File: config.mk
export PLATFORM = sky130hd
export DESIGN_NAME = sensor_scanner
export DESIGN_NICKNAME = d
export VERILOG_FILES = /design/src/rtl/sensor_scanner_pkg.sv /design/src/rtl/sensor_scanner_timeout_counter.sv /design/src/rtl/sensor_scanner.sv
export SDC_FILE = /design/constraint.sdc
export NUM_CORES = 1
export LEC_CHECK = 0
export ABC_AREA = 1
export CAP_MARGIN = 15
export CORE_MARGIN = 3
export CORE_UTILIZATION = 55
export CTS_BUF_LIST = sky130_fd_sc_hd__clkbuf_4 sky130_fd_sc_hd__clkbuf_8
export DETAILED_ROUTE_END_ITERATION = 8
export GPL_TIMING_DRIVEN = 0
export PLACE_DENSITY_LB_ADDON = 0.1
export SYNTH_ARGS = -nofsm -noshare
export SYNTH_HDL_FRONTEND = slang
export SYNTH_SLANG_ARGS = --single-unit
File: constraint.sdc
create_clock -name clk_i -period 4.1 [get_ports clk_i]
set_input_delay 0.615 -clock clk_i [delete_from_list [all_inputs] [get_ports clk_i]]
set_output_delay 0.615 -clock clk_i [all_outputs]
set_load 0.05 [all_outputs]
File: src/rtl/sensor_scanner_pkg.sv
// Shared constants, state encodings and frame payload for the sensor acquisition path.
package sensor_scanner_pkg;

    localparam int unsigned NUM_SENSORS = 5;
    localparam int unsigned DATA_W      = 8;
    localparam int unsigned TIMEOUT     = 15;
    localparam int unsigned SEL_W       = 3;
    localparam int unsigned CNT_W       = 8;
    localparam int unsigned FRAME_W     = NUM_SENSORS * DATA_W;

    localparam logic [1:0] ST_IDLE = 2'd0;
    localparam logic [1:0] ST_REQ  = 2'd1;
    localparam logic [1:0] ST_GAP  = 2'd2;
    localparam logic [1:0] ST_DONE = 2'd3;

    // One complete frame: packed readings (sensor0 in the low byte) plus response mask.
    typedef struct packed {
        logic [FRAME_W-1:0]     data;
        logic [NUM_SENSORS-1:0] en;
    } frame_t;

endpackage

File: src/rtl/sensor_scanner_timeout_counter.sv
// Per-sensor REQ-cycle counter; expired_c flags the LIMIT-th REQ cycle.
module sensor_timeout_counter
    import sensor_scanner_pkg::*;
#(
    parameter int unsigned LIMIT = TIMEOUT
) (
    input  logic clk_i,
    input  logic rst_i,
    input  logic clr_i,
    input  logic en_i,
    output logic expired_c
);

    logic [CNT_W-1:0] r_count;

    // Count REQ cycles without an ack; clear has priority over enable.
    always_ff @(posedge clk_i) begin
        if (rst_i || clr_i) begin
            r_count <= '0;
        end else if (en_i) begin
            r_count <= r_count + CNT_W'(1);
        end
    end

    // Count holds the number of previous REQ cycles, so LIMIT-1 marks the LIMIT-th one.
    assign expired_c = (r_count == CNT_W'(LIMIT - 1));

endmodule

File: src/rtl/sensor_scanner.sv
// Polls each sensor over a shared req/ack bus and publishes whole frames atomically.
module sensor_scanner
    import sensor_scanner_pkg::*;
#(
    parameter int unsigned P_TIMEOUT = TIMEOUT
) (
    input  logic                   clk_i,
    input  logic                   rst_i,
    input  logic                   start_i,
    output logic [SEL_W-1:0]       sens_sel_o,
    output logic                   sens_req_o,
    input  logic                   sens_ack_i,
    input  logic [DATA_W-1:0]      sens_data_i,
    output logic [FRAME_W-1:0]     sensors_data_o,
    output logic [NUM_SENSORS-1:0] sensors_en_o,
    output logic                   frame_valid_o,
    output logic                   busy_o
);

    logic [1:0]       r_state;
    logic [1:0]       w_state_nxt;
    logic [SEL_W-1:0] r_sel;
    logic [SEL_W-1:0] w_sel_nxt;
    frame_t           r_shadow;
    frame_t           w_shadow_nxt;
    frame_t           r_frame;
    logic             r_req;
    logic             r_busy;
    logic             r_valid;
    logic             w_cnt_clr;
    logic             w_cnt_en;
    logic             w_expired;

    sensor_timeout_counter #(
        .LIMIT (P_TIMEOUT)
    ) u_timeout (
        .clk_i     (clk_i),
        .rst_i     (rst_i),
        .clr_i     (w_cnt_clr),
        .en_i      (w_cnt_en),
        .expired_c (w_expired)
    );

    // State, index and shadow frame registers.
    always_ff @(posedge clk_i) begin
        if (rst_i) begin
            r_state  <= ST_IDLE;
            r_sel    <= '0;
            r_shadow <= '0;
        end else begin
            r_state  <= w_state_nxt;
            r_sel    <= w_sel_nxt;
            r_shadow <= w_shadow_nxt;
        end
    end

    // Next-state, shadow capture and counter control.
    always_comb begin
        w_state_nxt  = r_state;
        w_sel_nxt    = r_sel;
        w_shadow_nxt = r_shadow;
        w_cnt_clr    = 1'b0;
        w_cnt_en     = 1'b0;
        case (r_state)
            ST_IDLE: begin
                if (start_i) begin
                    w_state_nxt = ST_REQ;
                    w_sel_nxt   = '0;
                    w_cnt_clr   = 1'b1;
                end
            end
            ST_REQ: begin
                w_cnt_en = !sens_ack_i;
                if (sens_ack_i || w_expired) begin
                    w_state_nxt = ST_GAP;
                    for (int i = 0; i < NUM_SENSORS; i++) begin
                        if (r_sel == SEL_W'(i)) begin
                            w_shadow_nxt.data[i*DATA_W +: DATA_W] = sens_ack_i ? sens_data_i : '0;
                            w_shadow_nxt.en[i]                    = sens_ack_i;
                        end
                    end
                end
            end
            ST_GAP: begin
                w_cnt_clr = 1'b1;
                if (r_sel < SEL_W'(NUM_SENSORS - 1)) begin
                    w_sel_nxt   = r_sel + SEL_W'(1);
                    w_state_nxt = ST_REQ;
                end else begin
                    w_state_nxt = ST_DONE;
                end
            end
            default: begin
                w_state_nxt = ST_IDLE;
            end
        endcase
    end

    // Registered bus/status outputs and atomic frame publish on DONE entry.
    always_ff @(posedge clk_i) begin
        if (rst_i) begin
            r_req   <= 1'b0;
            r_busy  <= 1'b0;
            r_valid <= 1'b0;
            r_frame <= '0;
        end else begin
            r_req   <= (w_state_nxt == ST_REQ);
            r_busy  <= (w_state_nxt != ST_IDLE);
            r_valid <= (w_state_nxt == ST_DONE);
            if (w_state_nxt == ST_DONE) begin
                r_frame <= w_shadow_nxt;
            end
        end
    end

    assign sens_sel_o     = r_sel;
    assign sens_req_o     = r_req;
    assign busy_o         = r_busy;
    assign frame_valid_o  = r_valid;
    assign sensors_data_o = r_frame.data;
    assign sensors_en_o   = r_frame.en;

endmodule

[Yosys cells after proc, flatten, opt, wreduce, memory -nomap -nowiden]
Cells that the tools add are included.
Word-level totals
  register bits: 106
  bits of input ports: 12
  output and inout port bits: 51
  word-level logic and storage cells: 55
Cells by class
  add/subtract/negate cells: 2
  magnitude comparators: 1
  equality and inequality tests: 11
  muxes and demuxes: 23
  reduce and logical (&&, ||, !) cells: 8
Operator list (number)
  two-way mux 45 bit: 2
  two-way mux 8 bit: 6
  adder 8 x 1 -> 8 bit (second input constant): 1
  equality test 8 x 4 -> 1 bit (second input constant): 1
  two-way mux 1 bit: 7
  equality test 3 x 2 -> 1 bit (second input constant): 2
  two-way mux 2 bit: 3
  two-way mux 3 bit: 2
  case mux 2 bit (3 select lines): 1
  case mux 3 bit (2 select lines): 1
  equality test 2 x 1 -> 1 bit (second input constant): 2
  equality test 2 bit (second input constant): 2
  != test 2 bit (second input constant): 2
  nonzero test 2 bit: 2
  adder 3 x 1 -> 3 bit (second input constant): 1
  equality test 3 x 1 -> 1 bit (second input constant): 1
  equality test 3 bit (second input constant): 1
  zero test 3 bit: 1
  < comparator 3 bit (second input constant): 1
  AND reduction 3 bit: 1
  zero test 2 bit: 1
  logical OR 1 bit: 2
  case mux 1 bit (2 select lines): 1
  zero test 1 bit: 1

[Longest topological paths before layout]
  word-level depth: 5
  gate-level depth with buffers: 10
  mapped depth without buffers: 9

[By module]
A second synthesis with hierarchy kept.
Second synthesis, totals
  cell total of the unflattened synthesis: 621
  area total of the unflattened synthesis: 4459.3 µm²
By module, submodules not included
  sensor_scanner: instances 1, cells an instance 568, area each 4075.2 µm², sequential area each 1961.9 µm²
  sensor_timeout_counter: instances 1, cells an instance 53, area each 384.1 µm², sequential area each 160.2 µm²

[Worst setup path after synthesis]
Ideal clock, no wire load.
  kind: register to register
  from: register r_sel[1], in the netlist sens_sel_o[1]
  to: register r_shadow[29] (netlist name)
  setup time: 132 ps
  arrival time: 1686 ps
  data required time: 3968 ps
  path slack: 2282 ps
  cell stages (with the launch flop): 8
  path buffers: 0
  clock period less this slack: 1818 ps
  cell sequence: dfxtp_1 > ha_1 > ha_1 > inv_1 > nor2_1 > nand2_1 > nand2_1 > a21oi_1
On the way
  cells in the longest elaborated chain, start to end: 4
Ends and longest elaborated chain
  start, declared: line sensor_scanner.sv:22  | logic [SEL_W-1:0] r_sel;
  start signal, assigned: line sensor_scanner.sv:52  | r_sel <= w_sel_nxt;
  equality test 3 x 2 -> 1 bit: line sensor_scanner.sv:77  | if (r_sel == SEL_W'(i)) begin
  two-way mux 8 bit: line sensor_scanner.sv:77
  two-way mux 45 bit: line sensor_scanner.sv:74  | if (sens_ack_i || w_expired) begin
  two-way mux 45 bit: line sensor_scanner.sv:64  | case (r_state)
  end signal, assigned: line sensor_scanner.sv:53  | r_shadow <= w_shadow_nxt;
  end, declared: line sensor_scanner.sv:24  | frame_t r_shadow;
Every way passes these cells.
A chain may end at the register's enable or synchronous reset.

[Final worst setup path]
  from: register r_sel[2], in the netlist sens_sel_o[2]
  to: output port sens_sel_o[2]
RTL lines
  end, declared: line sensor_scanner.sv:10  | output logic [SEL_W-1:0] sens_sel_o,
No word-level cell between the ends.

==> run metrics <==
Hold WC Path Type=register to register; vias per cell=5.332; core box area=just under 0.008 sq mm; DRC errors left=0; Sink Count=106; r2r startpoint=sens_sel_o[1]; FF-to-FF End=r_shadow[34]; Total Routing Usage GR=0.2347; Yosys cell types=29; Die Y-Extent=97.46 um; CTS Root Cell=clkbuf_8; post-CTS setup buffer count=0; Slowest cell on crit path=clkdlybuf4s50_1; Worst Path Arrival=1.73 ns; largest net degree at the start of global routing=19; Row Count=32; starting density of the core=0.5803; unrepaired setup endpoints after global routing=false; Hold Startpoint=sensors_data_o[10]; r2r setup slk=roughly 2.3 ns; layout cell share with drive strength beyond 1=0.07602; synthesized area per cell=7.579 sq um; outcome=completed; Die ar.=~0.0095 sq mm; number of buffers added on ports=61; cell family with the largest share of critical-path delay=buffers and inverters; Vias=4191; Final Hold Vio Count=0; pwr/cell area=323.5 mW/mm^2; Slew headroom=0.5824; number of stages on the worst setup path=1; Fin Clk Skew=~0.016 ns; Longest Clk Path Bufs=2; CP startpoint kind=register; synthesized cell area=0.004601 sq mm; Syn Nets=~630; total of max-cap violations=0; fin nets=698; post-synthesis instance total=~610; setup_tns=0 ns; Final Slew Violations=0; max incr delay on CP=~0.86 ns; num ports=63; crit-path max FO=6; clk slew on worst S/H paths=0.09 ns; Ant. Diodes=0; r2r worst-path depth=7; worst vdd ir=0.1864 mV; H-tree depth=3; Hold EP=sensors_data_o[10]; YS warnings=0; CTS Hold Bufs=0; Setup crit end kind=primary output; overflow left after global routing=0; most frequent cells in the layout=nand2_1, dfxtp_1, inv_1, clkdlybuf4s50_1, nand4_1; area grow syn2layout=19.96%; GPL Wtd Cong=0.8883; worst hold path cell count=2; filler cell count=675; Pre-antenna DRT Iters=5; post-DP HPWL=7.885 mm; Least-Margin Pin Slew=between 0.6 and 0.7 ns; initial antenna violation count=0; post-layout minimum cycle time=2.344 ns; Die W=approximately 97 um; Buf/Inv on CP=1; critical-path cell list=clkdlybuf4s50_1; Final period util=0.5717; CTS tree=done; CP Data Required Time=3.48 ns; PnR Total Power=1.785 mW; vias in the first global route=3845; first-iteration detailed-routing DRC count=202; f_max=0.4266 GHz; Yosys reg bits=106; Total Wirelength=approximately 11 mm; routed len/inst=roughly 14 um; Leakage=2.269 nW; commonest non-fill, non-tap cell in the layout=nand2_1; # resized after CTS=0; CP Class=register to primary output; clk_lat worst skew=between 0.3 and 0.4 ns; final setup vio count=0; DRT antenna net count=0; Num CTS Buffers=9; post-synthesis sequential area ratio=0.4612; global-route wire length before repair=around 18 mm
-- how the worst max path moves through the flow --
stage | start | to | slack [ns]
2_1_floorplan | sens_sel_o[1] | r_shadow[29] | 2.28
3_3_place_gp | sens_ack_i | r_shadow[39] | 1.87
3_5_place_dp | sens_ack_i | r_shadow[39] | 1.86
4_1_cts | sens_sel_o[2] | sens_sel_o[2] | 1.76
5_1_grt | sens_sel_o[2] | sens_sel_o[2] | 1.71
6_report | sens_sel_o[2] | sens_sel_o[2] | 1.76
-- logic make-up (layout without fill, tap and decap cells) --
family	after synthesis	after routing	synth area share
simple gates	314	314	0.3220
fa+ha+maj	7	7	0.01904
compound gates	73	73	0.09709
flops	106	106	0.4612
buf+inv	107	184	0.1006
-- cell usage after synthesis --
library cell,n,area share
nand2_1,151,0.12
dfxtp_1,106,0.46
inv_1,68,0.055
nand4_1,60,0.082
a21oi_1,52,0.057
nor2_1,50,0.041
nand3_1,33,0.036
clkbuf_1,16,0.013
o211a_1,14,0.030
buf_2,13,0.014
ha_1,7,0.019
nand2_2,4,0.0054
nand3_4,4,0.015
o21ai_0,4,0.0044
buf_4,3,0.0049
buf_6,3,0.0073
nor2_4,3,0.0073
nor3_1,3,0.0033
clkinv_1,2,0.0016
nor2_2,2,0.0027
buf_1,1,0.00082
buf_8,1,0.0033
nand3_2,1,0.0022
nor3b_1,1,0.0016
nor4_1,1,0.0014
o21a_1,1,0.0016
o21bai_1,1,0.0016
o21bai_2,1,0.0024
or2_2,1,0.0014
-- where the power goes --
group	internal, mW	total (mW)	switching, mW
logic	0.0414	0.140	0.0982
registers	1.04	1.04	0.00548
clock network	0.234	0.601	0.367
-- metrics by stage --
step / hold WS [ns] / cells / setup slack, ns / cell area, sq um / utilization
global route: 0.4837 / 786 / 1.708 / 5519 / 0.6962
CTS: 0.4659 / 786 / 1.762 / 5519 / 0.6962
floorplan: 0.4408 / 607 / 2.282 / 4601 / -
finish: 0.4645 / 786 / 1.756 / 5519 / 0.6962
detailed placement: 0.4515 / 770 / 1.863 / 5339 / 0.6735
global placement: 0.4494 / 770 / 1.873 / 5339 / 0.6735
-- per-layer routing --
metal,global-route usage,part of all wire,up-vias
met3,0.04307,0.048,19
met2,0.3785,0.47,117
met5,0,0,-
met1,0.3138,0.46,1918
li1,-,-,2137
met4,0.08733,0.020,0
-- registers in the layout, summed over array words and instances (netlist names) --
signal and flops:
r_shadow 45, sensors_data_o 40, u_timeout.r_count 8, sensors_en_o 5
sens_sel_o 3, r_state 2, busy_o 1, frame_valid_o 1
sens_req_o 1
-- final cells by class --
type,count,area [sq um],share of cell area
sequential,106,2122,0.3845
multi-input combinational,394,2016,0.3652
timing repair buffer,61,610.6,0.1106
inverter,70,262.8,0.04761
buffer,37,200.2,0.03627
clock buffer,10,131.4,0.02380
tap,102,127.6,0.02312
clock inverter,6,48.80,0.008842
Power figures use the tool's default switching activity.
